$ cat src/rtl/adaptive_filter_pkg.sv
// Shared types and constants for the adaptive differentiator/integrator filter
// mode controller.
//   mode_ctrl_state_t : sequencer state (FLUSH, FILL, RUN)
//   MODE_DIFF/INTEGR  : encodings of the filter mode select
//   max3              : helper used to size the shared timer
package adaptive_filter_pkg;

  typedef enum logic [1:0] {FLUSH, FILL, RUN} mode_ctrl_state_t;

  localparam logic MODE_DIFF   = 1'b0;
  localparam logic MODE_INTEGR = 1'b1;

  function automatic int unsigned max3(input int unsigned a,
                                       input int unsigned b,
                                       input int unsigned c);
    int unsigned m;
    m = a;
    if (b > m) m = b;
    if (c > m) m = c;
    return m;
  endfunction

endpackage

$ cat src/rtl/mode_ctrl_timer.sv
// Loadable down-counter shared by the flush, fill and dwell phases.
// Ports:
//   clk, srst  : clock, synchronous active-high reset (loads RST_VAL)
//   load       : load load_val on the next edge (priority over en)
//   load_val   : value to load
//   en         : count down when set; the counter holds at zero and never wraps
//   count      : current value
//   zero       : count == 0
module mode_ctrl_timer #(
  parameter int unsigned WIDTH   = 4,
  parameter int unsigned RST_VAL = 0
) (
  input  logic             clk,
  input  logic             srst,
  input  logic             load,
  input  logic [WIDTH-1:0] load_val,
  input  logic             en,
  output logic [WIDTH-1:0] count,
  output logic             zero
);

  always_ff @(posedge clk) begin
    if (srst) begin
      count <= WIDTH'(RST_VAL);
    end else if (load) begin
      count <= load_val;
    end else if (en && (count != '0)) begin
      count <= count - WIDTH'(1);
    end
  end

  assign zero = (count == '0);

endmodule

$ cat src/rtl/adaptive_filter_mode_ctrl.sv
// Sequencer for the adaptive differentiator/integrator filter.
// Accepts mode-change requests over valid/ready, drives the filter mode select,
// clears the filter on every real switch, blanks the output until the delay line
// has refilled, enforces a minimum dwell between switches and counts switches.
// Ports:
//   clk, srst   : clock, synchronous active-high reset
//   req_valid   : mode-change request valid
//   req_mode    : requested mode (0 = differentiator, 1 = integrator)
//   req_ready   : request accepted on req_valid & req_ready
//   filt_mode   : mode select to the filter
//   filt_clear  : clear of filter delay line and feedback registers
//   filt_tdata  : raw filter output
//   m_tdata     : gated filter output (0 while m_tvalid is low)
//   m_tvalid    : m_tdata is a settled sample
//   busy        : high in FLUSH or FILL
//   switch_cnt  : number of real mode switches, saturating
module adaptive_filter_mode_ctrl
  import adaptive_filter_pkg::*;
#(
  parameter int unsigned DATA_WIDTH   = 14,
  parameter int unsigned FIR_ORDER    = 10,
  parameter int unsigned FLUSH_CYCLES = 2,
  parameter int unsigned MIN_DWELL    = 16,
  parameter int unsigned CNT_WIDTH    = 16
) (
  input  logic                  clk,
  input  logic                  srst,
  input  logic                  req_valid,
  input  logic                  req_mode,
  output logic                  req_ready,
  output logic                  filt_mode,
  output logic                  filt_clear,
  input  logic [DATA_WIDTH-1:0] filt_tdata,
  output logic [DATA_WIDTH-1:0] m_tdata,
  output logic                  m_tvalid,
  output logic                  busy,
  output logic [CNT_WIDTH-1:0]  switch_cnt
);

  localparam int unsigned TMAX = max3(FIR_ORDER - 1, FLUSH_CYCLES - 1, MIN_DWELL);
  localparam int unsigned TW   = (TMAX < 2) ? 1 : $clog2(TMAX + 1);

  mode_ctrl_state_t state;

  logic          tmr_load;
  logic [TW-1:0] tmr_val;
  logic [TW-1:0] tmr_count;
  logic          tmr_zero;
  logic          do_switch;

  mode_ctrl_timer #(
    .WIDTH   (TW),
    .RST_VAL (FIR_ORDER - 1)
  ) u_timer (
    .clk      (clk),
    .srst     (srst),
    .load     (tmr_load),
    .load_val (tmr_val),
    .en       (1'b1),
    .count    (tmr_count),
    .zero     (tmr_zero)
  );

  // Timer reloads happen on the same edge as the state transition they time.
  always_comb begin
    do_switch = (state == RUN) && req_valid && req_ready && (req_mode != filt_mode);
    tmr_load  = 1'b0;
    tmr_val   = '0;
    case (state)
      FLUSH: if (tmr_zero) begin
        tmr_load = 1'b1;
        tmr_val  = TW'(FIR_ORDER - 1);
      end
      FILL: if (tmr_zero) begin
        tmr_load = 1'b1;
        tmr_val  = TW'(MIN_DWELL);
      end
      RUN: if (do_switch) begin
        tmr_load = 1'b1;
        tmr_val  = TW'(FLUSH_CYCLES - 1);
      end
      default: ;
    endcase
  end

  always_ff @(posedge clk) begin
    if (srst) begin
      state      <= FILL;
      filt_mode  <= MODE_DIFF;
      filt_clear <= 1'b0;
      req_ready  <= 1'b0;
      m_tdata    <= '0;
      m_tvalid   <= 1'b0;
      busy       <= 1'b1;
      switch_cnt <= '0;
    end else begin
      case (state)
        FLUSH: begin
          if (tmr_zero) begin
            state      <= FILL;
            filt_clear <= 1'b0;
          end
        end
        FILL: begin
          if (tmr_zero) begin
            state     <= RUN;
            busy      <= 1'b0;
            m_tvalid  <= 1'b1;
            m_tdata   <= filt_tdata;
            req_ready <= (MIN_DWELL == 0);
          end
        end
        RUN: begin
          if (do_switch) begin
            state      <= FLUSH;
            filt_mode  <= req_mode;
            filt_clear <= 1'b1;
            m_tvalid   <= 1'b0;
            m_tdata    <= '0;
            busy       <= 1'b1;
            req_ready  <= 1'b0;
            if (switch_cnt != '1) switch_cnt <= switch_cnt + CNT_WIDTH'(1);
          end else begin
            m_tdata   <= filt_tdata;
            // Ready is registered, so raise it on the edge where the dwell count reaches zero.
            req_ready <= tmr_zero || (tmr_count == TW'(1));
          end
        end
        default: state <= FILL;
      endcase
    end
  end

endmodule

$ cat config.mk
export PLATFORM = sky130hd
export DESIGN_NAME = adaptive_filter_mode_ctrl
export DESIGN_NICKNAME = d
export VERILOG_FILES = /design/src/rtl/adaptive_filter_pkg.sv /design/src/rtl/mode_ctrl_timer.sv /design/src/rtl/adaptive_filter_mode_ctrl.sv
export SDC_FILE = /design/constraint.sdc
export NUM_CORES = 1
export LEC_CHECK = 0
export ABC_AREA = 1
export CORE_MARGIN = 3
export CORE_UTILIZATION = 24
export CTS_CLUSTER_DIAMETER = 120
export DETAILED_ROUTE_END_ITERATION = 7
export PLACE_DENSITY_LB_ADDON = 0.12
export SLEW_MARGIN = 20
export SYNTH_ARGS = -nofsm -noshare
export SYNTH_HDL_FRONTEND = slang
export SYNTH_SLANG_ARGS = --single-unit
$ cat constraint.sdc
create_clock -name clk -period 2.2 [get_ports clk]
set_input_delay 0.22 -clock clk [delete_from_list [all_inputs] [get_ports clk]]
set_output_delay 0.22 -clock clk [all_outputs]
set_load 0.03 [all_outputs]
### Yosys cells after proc, flatten, opt, wreduce, memory -nomap -nowiden

Index checks and enable logic that the tools add are counted.

| cells by class | value |
|---|---|
| muxes and demuxes | 25 |
| equal/unequal tests | 8 |
| $add $sub $neg | 2 |
| reductions and logical operators | 17 |

Operators by type and width:

| kind | count |
|---|---|
| $mux W14 | 2 |
| $pmux W14 S2 | 1 |
| $add A16 B1 Y16 const B | 1 |
| $ne A16 B16 Y1 const B | 1 |
| $mux W5 | 3 |
| $pmux W5 S3 | 1 |
| $reduce_and A3 Y1 | 4 |
| $pmux W1 S2 | 5 |
| $mux W1 | 8 |
| $mux W2 | 3 |
| $ne A2 B2 Y1 const B | 3 |
| $pmux W2 S3 | 1 |
| $reduce_bool A2 Y1 | 3 |
| $eq A5 B1 Y1 const B | 1 |
| $logic_not A5 Y1 | 1 |
| $reduce_bool A5 Y1 | 1 |
| $sub A5 B1 Y5 const B | 1 |
| $mux W4 | 1 |
| $reduce_and A2 Y1 | 2 |
| $logic_and A1 B1 Y1 | 3 |
| $eq A2 B1 Y1 const B | 1 |
| $eq A2 B2 Y1 const B | 1 |
| $logic_not A2 Y1 | 1 |
| $reduce_or A2 Y1 | 1 |
| 2 further kinds | 2 |

| word-level totals | value |
|---|---|
| word-level logic and storage cells | 61 |
| register bits after elaboration | 42 |

### Depth between registers and ports, before layout

| logic depth | value |
|---|---|
| depth in word-level cells | 7 |
| mapped depth | 11 |
| gate-level depth less buffers | 11 |

### Modules after synthesis

From an unflattened synthesis, not the netlist that was laid out.

| unflattened totals | value |
|---|---|
| cells, all modules | 335 |
| area, all modules | 2319.7 um^2 |

Modules (own cells, without submodules):

| module | area an instance (um^2) | cells each | times used | seq. area each (um^2) |
|---|---|---|---|---|
| adaptive_filter_mode_ctrl | 1965.6 | 278 | 1 | 740.7 |
| mode_ctrl_timer | 354.1 | 57 | 1 | 100.1 |

### Least setup slack after synthesis

No wires, ideal clock.

| path | value |
|---|---|
| path kind | flip-flop to flip-flop |
| start point | register switch_cnt[1] |
| end point | register switch_cnt[2] |
| period minus slack after synthesis | 1.624 ns |
| arrival time | 1.556 ns |
| cell stages (with the launch flop) | 11 |
| path buffers | 1 |
| slack | 0.576 ns |
| cell sequence | dfxtp_1 ha_1 nand3_2 inv_2 nand2_2 clkinv_4 nand2_4 nand2_4 buf_12 nand2_1 a21oi_2 |

| between the ends | value |
|---|---|
| cells in the longest elaborated chain, start to end | 2 |
| elaborated cells on any way between the ends | 3 |
| classes of those cells | add/sub (1); eq/ne (1); reduce/logical (1) |

Ends and longest elaborated chain:

| element | line | RTL |
|---|---|---|
| start, declared | adaptive_filter_mode_ctrl.sv:37 | `output logic [CNT_WIDTH-1:0] switch_cnt` |
| start signal, assigned | adaptive_filter_mode_ctrl.sv:122 | `if (switch_cnt != '1) switch_cnt <= switch_cnt + CNT_WIDTH'(1);` |
| parallel branches: the longest is 2 deep, another holds $add A16 B1 Y16 | - |  |

Parallel ways; which one is timed is not known.
A chain may end at the register's enable or synchronous reset.

### Final worst setup path

| path | value |
|---|---|
| start point | register state[0] |
| end point | register switch_cnt[4] |

| between the ends | value |
|---|---|
| cells in the longest elaborated chain, start to end | 5 |

Ends and longest elaborated chain:

| element | line | RTL |
|---|---|---|
| start, declared | adaptive_filter_mode_ctrl.sv:43 | `mode_ctrl_state_t state;` |
| start signal, assigned | adaptive_filter_mode_ctrl.sv:88 | `state <= FILL;` |
| start signal, assigned | adaptive_filter_mode_ctrl.sv:100 | `state <= FILL;` |
| start signal, assigned | adaptive_filter_mode_ctrl.sv:106 | `state <= RUN;` |
| $eq A2 B2 Y1 * | adaptive_filter_mode_ctrl.sv:66, adaptive_filter_mode_ctrl.sv:97 |  |
| $logic_and A1 B1 Y1 (3 in series) | adaptive_filter_mode_ctrl.sv:66 | `do_switch = (state == RUN) && req_valid && req_ready && (req_mode != filt_mode);` |
| $reduce_and A3 Y1 (no source line) * | - |  |

Every way passes the cells marked *; elsewhere a longest branch is shown, timed or not.

==> impl_metrics.tcl <==
set metrics [dict create \
    clkTransAtPathRegs_ns 0.08 \
    arrival_ns 2.03 \
    dieHeight_um 106 \
    clk_latency_ns 0.30 \
    ys_types 32 \
    track_usage_pct 11.3 \
    cts-htree-levels 2 \
    grt_max_degree 27 \
    clock_power_share_pct 22.8 \
    setup-violations-final 0 \
    antenna_found_initial 0 \
    critical_path_class "flop to flop" \
    syn_area_per_cell_um2 6.96 \
    post_drt_wl_per_cell_um 11.6 \
    maxCapViolCount 0 \
    die_area_um2 11300 \
    globalplace.congestion 0.767 \
    die_w_um 106 \
    skew_ns 0.00954 \
    layout.nets 428 \
    cts_hold_buf 0 \
    netlist_top_cells_area "dfxtp_1 (35%), nand2_1 (12%), nor2_1 (11%)" \
    synth_nets 376 \
    post_cts_buffers 0 \
    yosysTopAreaCell "dfxtp_1" \
    routed_wl_um 6200 \
    drt_pass1_iterations 4 \
    holdPathEnd "m_tvalid$_SDFFE_PP0P_" \
    cts_tree "built" \
    cts_resized 0 \
    fin_crit_sh_pct 81.9 \
    dp.cells 526 \
    path_cells "inv_1 -> ha_1 -> nand3_2 -> clkinv_2 -> nand2_4 -> a21oi_2 -> nand2_1 -> a21oi_2" \
    yosys_warnings 0 \
    row_count 36 \
    power_frac_seq_pct 36.6 \
    syn_to_final_growth_pct 30.2 \
    synth_top_area_share_pct 34.7 \
    drc_errors 0 \
    crit_required_ns 2.43 \
    diodes 0 \
    syn_inst 348 \
    netSwitchingFraction_pct 38.8 \
    p_leak_nw 1.31 \
    grt_pass1_wl_um 10300 \
    instances_no_fill 534 \
    ir_drop_mv 0.284 \
    clkSinkCount 42 \
    cts_buffers 5 \
    avgViaCountPerCell 4.19 \
    final_max_slew_viol_count 0 \
    hold_viol 0 \
    crit_top_cell "a21oi_2" \
    io_buffers 52 \
    start_kind "flop" \
    path_buf_inv 2 \
    min_period_ns 1.80 \
    relSlewSlack_pct 61.2 \
    status "complete, no violations" \
    start_util_pct 24.8 \
    netSwitchingPower_mw 1.05 \
    crit_family "compound AO/OA/AOI/OAI gates" \
    drive_gt1_share_pct 11.7 \
    vias 2237 \
    reg2reg_slack_ns 0.40 \
    synth-seq-cells 42 \
    grt_pass1_vias 2129 \
    max_freq_mhz 555 \
    hp-start "m_tvalid$_SDFFE_PP0P_" \
    r2r_cells 8 \
    drt_iter0_drc 89 \
    root_buffer "clkbuf_8" \
    syn_area_um2 2420 \
    rr_startpoint "state[0]$_SDFFE_PP1P_" \
    comb_power_share_pct 40.6 \
    p_int_mw 1.65 \
    slowest_stage "a21oi_2" \
    p_per_area_nw_per_um2 857 \
    cp_max_fo 12 \
    ant_nets 0 \
    hold_depth 2 \
    end_kind "flop" \
    rsz0062_at_grt "false" \
    overflow 0 \
    core_um2 9770 \
    synth-seq-area-share_pct 34.7 \
    worst_pin_slew_ns 0.583 \
    dp_hpwl_um 4390 \
    r2r-end "switch_cnt[4]$_SDFFE_PP0P_" \
    hold_path_class "flop to flop" \
    crit_path_max_incr_delay_ns 0.45 \
    ioPinCount 53 \
    finalSetupTns_ns 0 \
    cts_buffer_depth 2 \
]
## worst min-delay path: cells and delay by family, from the launching register on
| family | cells | cell delay, ns |
|---|---|---|
| DFF | 1 | 0.32 |
| AOI/OAI and AO/OA | 1 | 0.05 |
| and+or+nand+nor | 1 | 0.06 |
## Yosys cell counts
master and number:
a21oi_1 11, a21oi_2 8, buf_12 1, buf_2 1, buf_4 1, buf_6 3, clkbuf_1 2, clkbuf_2 1
clkinv_2 1, clkinv_4 2, dfxtp_1 42, dlygate4sd1_1 1, ha_1 10, inv_1 39, inv_2 4, nand2_1 78
nand2_2 9, nand2_4 4, nand3_1 14, nand3_2 2, nand3_4 1, nand3b_1 1, nand4_1 5, nor2_1 68
nor2_2 1, nor2_4 3, nor3_1 2, o211ai_1 1, o21ai_0 22, o21ai_4 1, xnor2_1 4, xor2_1 5
## power groups by stage
stage                     registers, mW  logic [mW]  clock network, mW
after floorplan                    1.17       0.601                  0
after detailed placement           1.01        1.11                  0
after global routing               1.01        1.25              0.684
final                             0.989        1.10              0.617
after CTS                         0.992        1.11              0.646
after global placement             1.01        1.10                  0
## cells in the final DEF, fill, tap and decap left out, drive strengths merged
cell type	n
nand2	91
nor2	72
clkdlybuf4s50	52
inv	43
dfxtp	42
o21ai	23
a21oi	19
nand3	17
ha	10
nand4	5
xor2	5
clkbuf	5
clkinv	5
xnor2	4
buf	3
nor3	2
o211ai	1
nand3b	1
bufinv	1
## through the flow
step	cell area, um^2	setup WS [ns]	hold slack, ns	power (mW)	utilization (%)
finish	3150	0.399	0.475	2.70	32.2
global route	3150	0.156	0.486	2.94	32.2
CTS	3150	0.346	0.476	2.75	32.2
detailed placement	3040	0.367	0.461	2.12	31.1
global placement	3040	0.405	0.459	2.11	31.1
floorplan	2420	0.576	0.368	1.77	-
## area by class of cell
type | instances | area [um^2]
inverters | 46 | 184
fillers | 1074 | 6620
multi-input cells | 250 | 1310
well taps | 133 | 166
repair buffers | 55 | 543
flip-flops and latches | 42 | 841
clock buffers | 5 | 68.8
clock inverters | 3 | 40.0
## registers in the layout (all words and copies together), names as in the netlist
signal         count
switch_cnt        16
m_tdata           14
u_timer.count      5
state              2
busy               1
filt_clear         1
filt_mode          1
m_tvalid           1
req_ready          1
## metal layers
metal | GRT usage, % | routed length [um]
met5 | 0 | 0
met4 | 3.01 | 54
met3 | 2.85 | 341
met2 | 16.9 | 2590
met1 | 16.0 | 3210
## kinds of logic after synthesis
family                     Yosys count  synth area share [%]
xor gates and xnor gates             9                  3.26
and+or+nand+nor                    188                  34.9
buffers and inverters               56                  11.2
DFF                                 42                  34.7
adders and majority gates           10                  5.17
AOI/OAI and AO/OA                   43                  10.7
## how the worst max path moves through the flow
stage	end	slack, ns	depth (start not counted)	start
finish	switch_cnt[4]$_SDFFE_PP0P_	0.40	8	state[0]$_SDFFE_PP1P_
global route	switch_cnt[9]$_SDFFE_PP0P_	0.16	8	state[0]$_SDFFE_PP1P_
CTS	switch_cnt[3]$_SDFFE_PP0P_	0.35	8	state[0]$_SDFFE_PP1P_
detailed placement	switch_cnt[13]$_SDFFE_PP0P_	0.37	8	state[0]$_SDFFE_PP1P_
global placement	switch_cnt[9]$_SDFFE_PP0P_	0.40	8	state[0]$_SDFFE_PP1P_
floorplan	switch_cnt[2]$_SDFFE_PP0P_	0.58	10	switch_cnt[1]$_SDFFE_PP0P_
Power figures use the tool's default switching activity.
